<file path="src/rtl/slot_payout_ctrl_if.sv">
// Handshake bundle between the reel controller and slot_payout_ctrl.
// The reel controller side is the master; the payout controller is the slave.
interface slot_payout_ctrl_if;
  logic        spin_req;
  logic [1:0]  bet_sel;
  logic        spinning;
  logic [3:0]  sym_left;
  logic [3:0]  sym_center;
  logic [3:0]  sym_right;
  logic        spin_grant;
  logic [13:0] credits;
  logic [13:0] last_win;
  logic        win_flag;
  logic [15:0] bcd_digits;
  logic        bcd_valid;
  logic        busy;

  modport master (
    output spin_req, bet_sel, spinning, sym_left, sym_center, sym_right,
    input  spin_grant, credits, last_win, win_flag, bcd_digits, bcd_valid, busy
  );

  modport slave (
    input  spin_req, bet_sel, spinning, sym_left, sym_center, sym_right,
    output spin_grant, credits, last_win, win_flag, bcd_digits, bcd_valid, busy
  );
endinterface

</file>
<file path="src/rtl/slot_payout_ctrl.sv">
// Slot-machine credit controller: gates spins on credit, pays out from a fixed
// table and keeps a BCD copy of the balance via a shared double-dabble engine.
module slot_payout_ctrl #(
  parameter int INIT_CREDITS  = 100,
  parameter int MAX_CREDITS   = 9999,
  parameter int START_TIMEOUT = 1024
) (
  input logic               clk,
  input logic               rst,
  slot_payout_ctrl_if.slave bus
);
  localparam int              TW        = (START_TIMEOUT > 2) ? $clog2(START_TIMEOUT) : 1;
  localparam logic [14:0]     MAX_SUM   = 15'(MAX_CREDITS);
  localparam logic [TW-1:0]   WAIT_LAST = TW'(START_TIMEOUT - 1);

  typedef enum logic [2:0] {
    IDLE, CHARGE, WAIT_START, WAIT_STOP, EVAL, CREDIT, CONVERT
  } state_t;

  state_t      state;
  logic [13:0] credits;
  logic [13:0] last_win;
  logic        win_flag;
  logic        spin_grant;
  logic [15:0] bcd_digits;
  logic        bcd_valid;
  logic [2:0]  bet;
  logic [TW-1:0] wait_cnt;
  logic        spin_prev;
  logic [3:0]  sym_l, sym_c, sym_r;
  logic [3:0]  conv_cnt;
  logic [13:0] conv_shift;
  logic [15:0] conv_bcd;

  logic [2:0]  bet_new;
  logic [7:0]  mult;
  logic [13:0] payout;
  logic [14:0] win_sum;
  logic [14:0] refund_sum;
  logic        conv_on;
  logic [15:0] dd_next;

  // One double-dabble step: add 3 to every digit >= 5, then shift in the next bit.
  function automatic logic [15:0] dd_step(input logic [15:0] b, input logic in_bit);
    logic [15:0] a;
    a = b;
    for (int i = 0; i < 4; i++) begin
      if (a[4*i +: 4] >= 4'd5) a[4*i +: 4] = a[4*i +: 4] + 4'd3;
    end
    return {a[14:0], in_bit};
  endfunction

  assign dd_next = dd_step(conv_bcd, conv_shift[13]);

  always_comb begin
    bet_new    = {1'b0, bus.bet_sel} + 3'd1;
    win_sum    = {1'b0, credits} + {1'b0, last_win};
    refund_sum = {1'b0, credits} + {12'd0, bet};
    conv_on    = (state inside {CONVERT, WAIT_START, WAIT_STOP}) && (conv_cnt != 4'd15);
    case (sym_l[2:0])
      3'd0:    mult = 8'd3;
      3'd1:    mult = 8'd5;
      3'd2:    mult = 8'd8;
      3'd3:    mult = 8'd10;
      3'd4:    mult = 8'd15;
      3'd5:    mult = 8'd20;
      3'd6:    mult = 8'd25;
      default: mult = 8'd50;
    endcase
    payout = '0;
    if (sym_l[3] || sym_c[3] || sym_r[3]) payout = '0;
    else if (sym_l == sym_c && sym_c == sym_r) payout = {6'd0, mult} * {11'd0, bet};
    else if (sym_l == sym_c || sym_c == sym_r) payout = {10'd0, bet, 1'b0};
  end

  // Converter steps run in the background of any converting state; later state
  // assignments that restart it (conv_cnt <= 0) take precedence.
  always_ff @(posedge clk or negedge rst) begin
    if (!rst) begin
      state      <= CONVERT;
      credits    <= 14'(INIT_CREDITS);
      last_win   <= '0;
      win_flag   <= 1'b0;
      spin_grant <= 1'b0;
      bcd_digits <= '0;
      bcd_valid  <= 1'b0;
      bet        <= 3'd1;
      wait_cnt   <= '0;
      spin_prev  <= 1'b0;
      sym_l      <= '0;
      sym_c      <= '0;
      sym_r      <= '0;
      conv_cnt   <= '0;
      conv_shift <= '0;
      conv_bcd   <= '0;
    end else begin
      spin_grant <= 1'b0;
      spin_prev  <= bus.spinning;
      win_flag   <= (last_win != '0);

      if (conv_on) begin
        if (conv_cnt == 4'd0) begin
          conv_shift <= credits;
          conv_bcd   <= '0;
        end else if (conv_cnt == 4'd14) begin
          bcd_digits <= dd_next;
          bcd_valid  <= 1'b1;
        end else begin
          conv_bcd   <= dd_next;
          conv_shift <= {conv_shift[12:0], 1'b0};
        end
        conv_cnt <= conv_cnt + 4'd1;
      end

      case (state)
        IDLE: begin
          if (bus.spin_req) state <= CHARGE;
        end
        CHARGE: begin
          bet <= bet_new;
          if (credits >= {11'd0, bet_new}) begin
            credits    <= credits - {11'd0, bet_new};
            spin_grant <= 1'b1;
            last_win   <= '0;
            wait_cnt   <= '0;
            conv_cnt   <= '0;
            bcd_valid  <= 1'b0;
            state      <= WAIT_START;
          end else begin
            state <= IDLE;
          end
        end
        WAIT_START: begin
          if (bus.spinning) begin
            state <= WAIT_STOP;
          end else if (wait_cnt == WAIT_LAST) begin
            credits   <= (refund_sum > MAX_SUM) ? MAX_SUM[13:0] : refund_sum[13:0];
            conv_cnt  <= '0;
            bcd_valid <= 1'b0;
            state     <= CONVERT;
          end else begin
            wait_cnt <= wait_cnt + 1'b1;
          end
        end
        WAIT_STOP: begin
          if (spin_prev && !bus.spinning) begin
            sym_l <= bus.sym_left;
            sym_c <= bus.sym_center;
            sym_r <= bus.sym_right;
            state <= EVAL;
          end
        end
        EVAL: begin
          last_win <= payout;
          conv_cnt <= '0;
          state    <= CREDIT;
        end
        CREDIT: begin
          credits   <= (win_sum > MAX_SUM) ? MAX_SUM[13:0] : win_sum[13:0];
          conv_cnt  <= '0;
          bcd_valid <= 1'b0;
          state     <= CONVERT;
        end
        CONVERT: begin
          if (conv_cnt == 4'd14) state <= IDLE;
        end
        default: state <= IDLE;
      endcase
    end
  end

  assign bus.spin_grant = spin_grant;
  assign bus.credits    = credits;
  assign bus.last_win   = last_win;
  assign bus.win_flag   = win_flag;
  assign bus.bcd_digits = bcd_digits;
  assign bus.bcd_valid  = bcd_valid;
  assign bus.busy       = (state != IDLE);
endmodule

</file>
<file path="src/flat_wrapper.sv">
// flat-port wrapper written by rule: the top's interface ports become plain ports
module slot_payout_ctrl_flat 
#(
  parameter int INIT_CREDITS  = 100,
  parameter int MAX_CREDITS   = 9999,
  parameter int START_TIMEOUT = 1024
)
  (clk, rst, bus_spin_req, bus_bet_sel, bus_spinning, bus_sym_left, bus_sym_center, bus_sym_right, bus_spin_grant, bus_credits, bus_last_win, bus_win_flag, bus_bcd_digits, bus_bcd_valid, bus_busy);
  slot_payout_ctrl_if bus_i ();
  input logic clk;
  input logic rst;
  input wire logic [$bits(bus_i.spin_req)-1:0] bus_spin_req;
  input wire logic [$bits(bus_i.bet_sel)-1:0] bus_bet_sel;
  input wire logic [$bits(bus_i.spinning)-1:0] bus_spinning;
  input wire logic [$bits(bus_i.sym_left)-1:0] bus_sym_left;
  input wire logic [$bits(bus_i.sym_center)-1:0] bus_sym_center;
  input wire logic [$bits(bus_i.sym_right)-1:0] bus_sym_right;
  output wire logic [$bits(bus_i.spin_grant)-1:0] bus_spin_grant;
  output wire logic [$bits(bus_i.credits)-1:0] bus_credits;
  output wire logic [$bits(bus_i.last_win)-1:0] bus_last_win;
  output wire logic [$bits(bus_i.win_flag)-1:0] bus_win_flag;
  output wire logic [$bits(bus_i.bcd_digits)-1:0] bus_bcd_digits;
  output wire logic [$bits(bus_i.bcd_valid)-1:0] bus_bcd_valid;
  output wire logic [$bits(bus_i.busy)-1:0] bus_busy;
  assign bus_i.spin_req = bus_spin_req;
  assign bus_i.bet_sel = bus_bet_sel;
  assign bus_i.spinning = bus_spinning;
  assign bus_i.sym_left = bus_sym_left;
  assign bus_i.sym_center = bus_sym_center;
  assign bus_i.sym_right = bus_sym_right;
  assign bus_spin_grant = bus_i.spin_grant;
  assign bus_credits = bus_i.credits;
  assign bus_last_win = bus_i.last_win;
  assign bus_win_flag = bus_i.win_flag;
  assign bus_bcd_digits = bus_i.bcd_digits;
  assign bus_bcd_valid = bus_i.bcd_valid;
  assign bus_busy = bus_i.busy;
  slot_payout_ctrl #(.INIT_CREDITS(INIT_CREDITS), .MAX_CREDITS(MAX_CREDITS), .START_TIMEOUT(START_TIMEOUT)) u_core (.clk(clk), .rst(rst), .bus(bus_i));
endmodule
</file>
<file path="config.mk">
export PLATFORM = sky130hd
export DESIGN_NAME = slot_payout_ctrl_flat
export DESIGN_NICKNAME = d
export VERILOG_FILES = /design/src/rtl/slot_payout_ctrl_if.sv /design/src/rtl/slot_payout_ctrl.sv /design/src/flat_wrapper.sv
export SDC_FILE = /design/constraint.sdc
export NUM_CORES = 1
export LEC_CHECK = 0
export CAP_MARGIN = 20
export CELL_PAD_IN_SITES_DETAIL_PLACEMENT = 1
export CELL_PAD_IN_SITES_GLOBAL_PLACEMENT = 1
export CORE_ASPECT_RATIO = 0.7
export CORE_UTILIZATION = 48
export CTS_CLUSTER_DIAMETER = 120
export DETAILED_ROUTE_END_ITERATION = 7
export PLACE_DENSITY = 0.86
export SYNTH_ARGS = -nofsm -noshare
export SYNTH_HDL_FRONTEND = slang
export SYNTH_SLANG_ARGS = --single-unit
</file>
<file path="constraint.sdc">
create_clock -name clk -period 5.1 [get_ports clk]
set_clock_uncertainty 0.05 [all_clocks]
set_input_delay 1.53 -clock clk [delete_from_list [all_inputs] [get_ports clk]]
set_output_delay 1.53 -clock clk [all_outputs]
set_load 0.03 [all_outputs]
</file>
# Word-level counts from Yosys, hierarchy flattened
# Index checks and enable logic that the tools add are counted.
[op_classes]
n_mul = 1
magnitude_cmp = 7
muxes = 45
reduce_logical = 24
n_bitwise = 1
n_eq_ne = 26
n_addsub = 10
[op_table]
columns = ["operator", "count"]
rows = [
  ["$mux 14", 10],
  ["$pmux 14 s3", 1],
  ["$pmux 6 s7", 1],
  ["$mux 16", 2],
  ["$mux 4", 8],
  ["$gt 15x14->1 const B", 2],
  ["$mux 10", 3],
  ["$pmux 14 s2", 1],
  ["$pmux 3 s7", 1],
  ["$pmux 10 s2", 1],
  ["$eq 3x3->1 const B", 6],
  ["$mux 3", 6],
  ["$ge 4x3->1 const B", 4],
  ["$add 14x14->15", 1],
  ["$add 14x3->15", 1],
  ["$ge 14x3->1", 1],
  ["$reduce_bool 14->1", 1],
  ["$sub 14x3->14", 1],
  ["$add 4x2->4 const B", 3],
  ["$eq 3x2->1 const B", 4],
  ["$ne 2x2->1 const B", 6],
  ["$pmux 4 s3", 1],
  ["$reduce_and 4->1", 3],
  ["$add 10x1->10 const B", 1],
  ["25 further kinds", 45],
]
[word_totals]
elab_cells = 130
input_bits = 18
register_bits = 110

# Longest topological paths before layout
[depth]
word_depth = 7
ltp_mapped = 16
depth_no_buf = 15

# Worst setup path before layout
# OpenSTA, ideal clock, no wires.
[synth_timing]
path_kind = "in2reg"
start = "input port bus_bet_sel[0]"
end = "register u_core.credits[9], in the netlist u_core.bus.credits[9]"
slack_ns = 1.228
t_arrival_ns = 3.740
cell_stages = 11
n_path_buf = 0
path_cell_list = "ha_1 > inv_1 > ha_1 > nor2b_1 > o21ai_0 > or3b_2 > or3_1 > xor2_1 > o21ai_0 > o31ai_1 > a31oi_1"
[synth_between]
elab_chain_len = 4
elab_cells_between_ends = 7
cone_classes = "add/sub: 2; order compare: 1; eq/ne: 1; mux: 2; reduce/logical: 1"
[synth_rtl]
columns = ["element", "line", "rtl"]
rows = [
  ["start, declared", "flat_wrapper.sv:13", "input wire logic [$bits(bus_i.bet_sel)-1:0] bus_bet_sel;"],
  ["$add 2x1->3 (*)", "slot_payout_ctrl.sv:56", "bet_new = {1'b0, bus.bet_sel} + 3'd1;"],
  ["$sub 14x3->14 or $ge 14x3->1 (tied branches)", "slot_payout_ctrl.sv:122, slot_payout_ctrl.sv:121", ""],
  ["$mux 14 or $ne 2x1->1 (tied branches)", "-", ""],
  ["$pmux 14 s3 or $reduce_and 4->1 (tied branches)", "-", ""],
  ["end signal, assigned", "slot_payout_ctrl.sv:81", "credits <= 14'(INIT_CREDITS);"],
  ["end signal, assigned", "slot_payout_ctrl.sv:122", "credits <= credits - {11'd0, bet_new};"],
  ["end signal, assigned", "slot_payout_ctrl.sv:137", "credits <= (refund_sum > MAX_SUM) ? MAX_SUM[13:0] : refund_sum[13:0];"],
  ["end, declared", "slot_payout_ctrl.sv:21", "logic [13:0] credits;"],
]
# Mark *: on every way between the ends. The rest lies on a longest branch, timed or not. The select of a mux whose other input is x is not followed.
# A chain may end at the register's enable or synchronous reset.

# Worst setup path in the final report
[layout_timing]
start = "input port bus_bet_sel[0]"
end = "register u_core.credits[11], in the netlist u_core.bus.credits[11]"
[layout_between]
elab_chain_len = 4
elab_cells_between_ends = 7
cone_classes = "add/sub: 2; order compare: 1; eq/ne: 1; mux: 2; reduce/logical: 1"
[layout_rtl]
columns = ["element", "line", "rtl"]
rows = [
  ["$add 2x1->3 (*)", "slot_payout_ctrl.sv:56", ""],
  ["named net u_core.bet_new[1]", "slot_payout_ctrl.sv:35", "logic [2:0] bet_new;"],
  ["$sub 14x3->14 or $ge 14x3->1 (tied branches)", "slot_payout_ctrl.sv:122, slot_payout_ctrl.sv:121", ""],
  ["$mux 14 or $ne 2x1->1 (tied branches)", "-", ""],
  ["$pmux 14 s3 or $reduce_and 4->1 (tied branches)", "-", ""],
]
# Mark *: on every way through the listed nets, which the timed path passes. The rest lies on a longest branch. The select of a mux whose other input is x is not followed.

==> flow_summary_export.csv <==
group,metric,value,unit
route,drc,0,
clock_network,h-tree-depth,3,
synth,synthFlopType,"dfrtp_1",
floorplanning,die_w,148,um
placed_design,io_buffer_count,60,
global_route,grt_pass1_vias,6562,
floorplanning,ioPinCount,66,
floorplanning,fp.dieArea,15400,sq um
worst_setup_path,worst-path-buf-inv,4,
power,ir_worst_vdd,0.000258,V
worst_setup_path,cpMaxStageDelayCell,"clkdlybuf4s50_1",
power,p_leak,0.00371,uW
synth,yosysWarnings,0,
layout,fin_nets,890,
outcome,outcome,"complete, no violations",
timing,rsz0062_at_grt,"false",
worst_setup_path,cp_cell_sequence,"clkdlybuf4s50_1 -> ha_1 -> inv_1 -> fa_1 -> a211o_1 -> nor3_4 -> o311ai_1 -> o21ai_2 -> o41ai_4 -> buf_6 -> buf_4 -> o2111ai_1 -> o21ai_1 -> o21ai_1",
floorplanning,rows,36,
worst_setup_path,critPathArrivalTime,4.81,ns
worst_setup_path,path_class,"in2reg",
route,firstDrtPassIters,5,
synth,synthArstFlopShare,100,%
timing,tightestPinTransition,1.00,ns
worst_setup_path,crit_family,"compound AO/OA/AOI/OAI gates",
route,routed_via_density,5.99,
clock_network,cts_resized,0,
route,drt_iter0_drc,326,
synth,netlist_area,7140,sq um
worst_setup_path,crit_required,5.33,ns
clock_network,clk_pin_slew,0.08,ns
timing,hold_slack,0.427,ns
synth,synth_edf_count,0,
timing,finalCritPeriodShare,89.8,%
clock_network,numCtsBuffers,9,
floorplanning,start_util,50.1,%
power,pwr_density_cell,573,nW/um^2
synth,synth_cell_types,81,
placed_design,gp_congestion,0.862,
global_route,grt_max_degree,86,
worst_setup_path,cpPeakStageDelay,0.46,ns
synth,yosysTopAreaCellShare,34.7,%
placed_design,place_hpwl,15.2,mm
hold_path,min_path_type,"reg2reg",
layout,area_growth,14.4,%
layout,nFillCells,1638,
worst_setup_path,reg2reg_slack,1.45,ns
clock_network,worstSkewPairLatency,0.36,ns
synth,synthTopCellsByArea,"dfrtp_1 35%, ha_1 6.5%, nand2_1 4.8%, o21ai_0 3.9%, mux2i_1 3.6%",
timing,tns,0,ns
clock_network,cts_sinks,105,
clock_network,cts_buffer_depth,2,
layout,n_antenna_cell,0,
worst_setup_path,path_max_fanout,15,
placed_design,place_ws,0.185,ns
clock_network,cts_setup_buffers,0,
global_route,track_usage,28.1,%
timing,hold_viol_final,0,
worst_setup_path,end_kind,"flop",
timing,setup_viol,0,
timing,fin_ws,0.520,ns
layout,multiInputGateArea,4180,sq um
placed_design,dp.cells,1004,
route,wire_per_inst,20.0,um
run,max-cap-violations,0,
layout,seqCellArea,2640,sq um
floorplanning,core,14200,sq um
route,via_count,6117,
worst_setup_path,cp-start-kind,"primary input",
synth,synth_seq_area_share,36.9,%
synth,syn_area_per_cell,9.05,sq um
global_route,overflow,0,
global_route,antenna_found_initial,0,
timing,drv_slew,0,
floorplanning,die_h,104,um
timing,max_freq,218,MHz
clock_network,cts_tree,"built",
synth,synth_top_area_cell,"dfrtp_1",
route,routed_wl,20.4,mm
worst_setup_path,cpMostUsedCell,"o21ai_1",
global_route,grt_pass1_wl,34.2,mm
timing,relSlewSlack,32.8,%
synth,ys_seq_elements,105,
clock_network,cts_root_buf,"clkbuf_16",
route,drt.antenna.violating_nets,0,
layout,drive_above_1_share,8.78,%
layout,layout.cells.non_filler,1021,
power,power,4680,uW
synth,synthCells,789,
timing,layout_min_cycle_time,4.58,ns
clock_network,ctsHoldBuffers,0,
[synthesized netlist by cell type, types with 4 or more instances]
cell type and instances:
xnor2_1 18, nor3b_1 10, a31oi_1 5, nor4_1 6, ha_1 37, and2_1 11, a21o_1 7, inv_1 39
nand3_1 19, buf_2 7, nand2_1 91, buf_4 6, nor3_1 19, dfrtp_1 99, o31ai_1 4, mux2i_1 26
mux2_2 23, a21oi_1 43, nor2_1 54, o22ai_1 5, dfstp_2 6, nand4_1 8, a22o_1 13, xor2_1 22
o21ai_1 10, nor2b_1 8, fa_1 8, nand2b_1 13, or3_1 6, o21ai_0 56, and3_1 8, clkbuf_1 26
or2_2 5
[flip-flops by register name, summed over array words and instances (netlist names), 3 cells and up]
name                   count
u_core.bus.bcd_digits     16
u_core.sym_c               4
u_core.bus.credits        14
u_core.wait_cnt           10
u_core.sym_r               4
u_core.conv_bcd           16
u_core.sym_l               4
u_core.state               3
u_core.bet                 3
u_core.conv_shift         14
u_core.conv_cnt            4
u_core.bus.last_win        9
[worst register-to-register path, delay by kind of cell, from the launching register on]
| kind | cells | cell delay, ns |
|---|---|---|
| fa+ha+maj | 1 | 0.43 |
| simple gates | 2 | 0.42 |
| compound gates | 7 | 2.00 |
| flops | 1 | 0.65 |
[area by class of cell]
class	instances	share of cell area [%]
well taps	190	2.91
inverters	39	1.79
clock buffers	9	2.76
multi-input cells	606	51.2
flip-flops and latches	105	32.3
clock inverters	6	0.919
repair buffers	66	8.17
[routing by layer]
metal	routed length, um	track usage (%)
met1	9520	38.7
met2	9770	45.6
met3	849	4.74
met4	271	7.44
met5	0	0
[stage by stage]
step | utilization [%] | instance area, sq um
final | 57.4 | 8170
after CTS | 57.1 | 8130
after floorplan | - | 7150
after global placement | 55.0 | 7830
after global routing | 57.4 | 8170
after detailed placement | 55.0 | 7830
[power by group]
part / internal [uW] / leakage, uW / switching [uW]
Combinational: 980 / 0.00219 / 1510
Sequential: 1060 / 0.00137 / 401
Clock: 387 / 0.000144 / 342
[kinds of logic after synthesis]
family | synth area share [%]
simple gates | 19.4
mux | 7.28
xor+xnor | 4.91
flops | 36.9
buf+inv | 4.96
compound gates | 17.8
other cells | 0.0525
fa+ha+maj | 8.73
[worst paths after layout]
path / startpoint / to / depth (start not counted)
setup / recovery: bus_bet_sel[0] / u_core.bus.credits[11] / 14
max in group asynchronous: rst / u_core.state[2] / 3
min in group asynchronous: rst / u_core.bus.bcd_digits[11] / 1
hold reg to reg: u_core.bus.bcd_digits[11] / u_core.bus.bcd_digits[11] / 2
setup reg to reg: u_core.bus.credits[4] / u_core.bus.credits[1] / 10
hold / removal: u_core.bus.bcd_digits[11] / u_core.bus.bcd_digits[11] / 2
[cells in the final DEF (no fill, tap or decap), drive strengths merged, types with 15 or more instances in the layout]
cell type	instances
dfrtp	99
nor2	54
mux2i	26
inv	42
nand2	91
xnor2	18
o21ai	67
nand3	19
a21oi	44
nor3	21
clkdlybuf4s50	59
mux2	23
nand2b	15
xor2	22
ha	37
No activity file was read; power rests on OpenSTA's default activity.
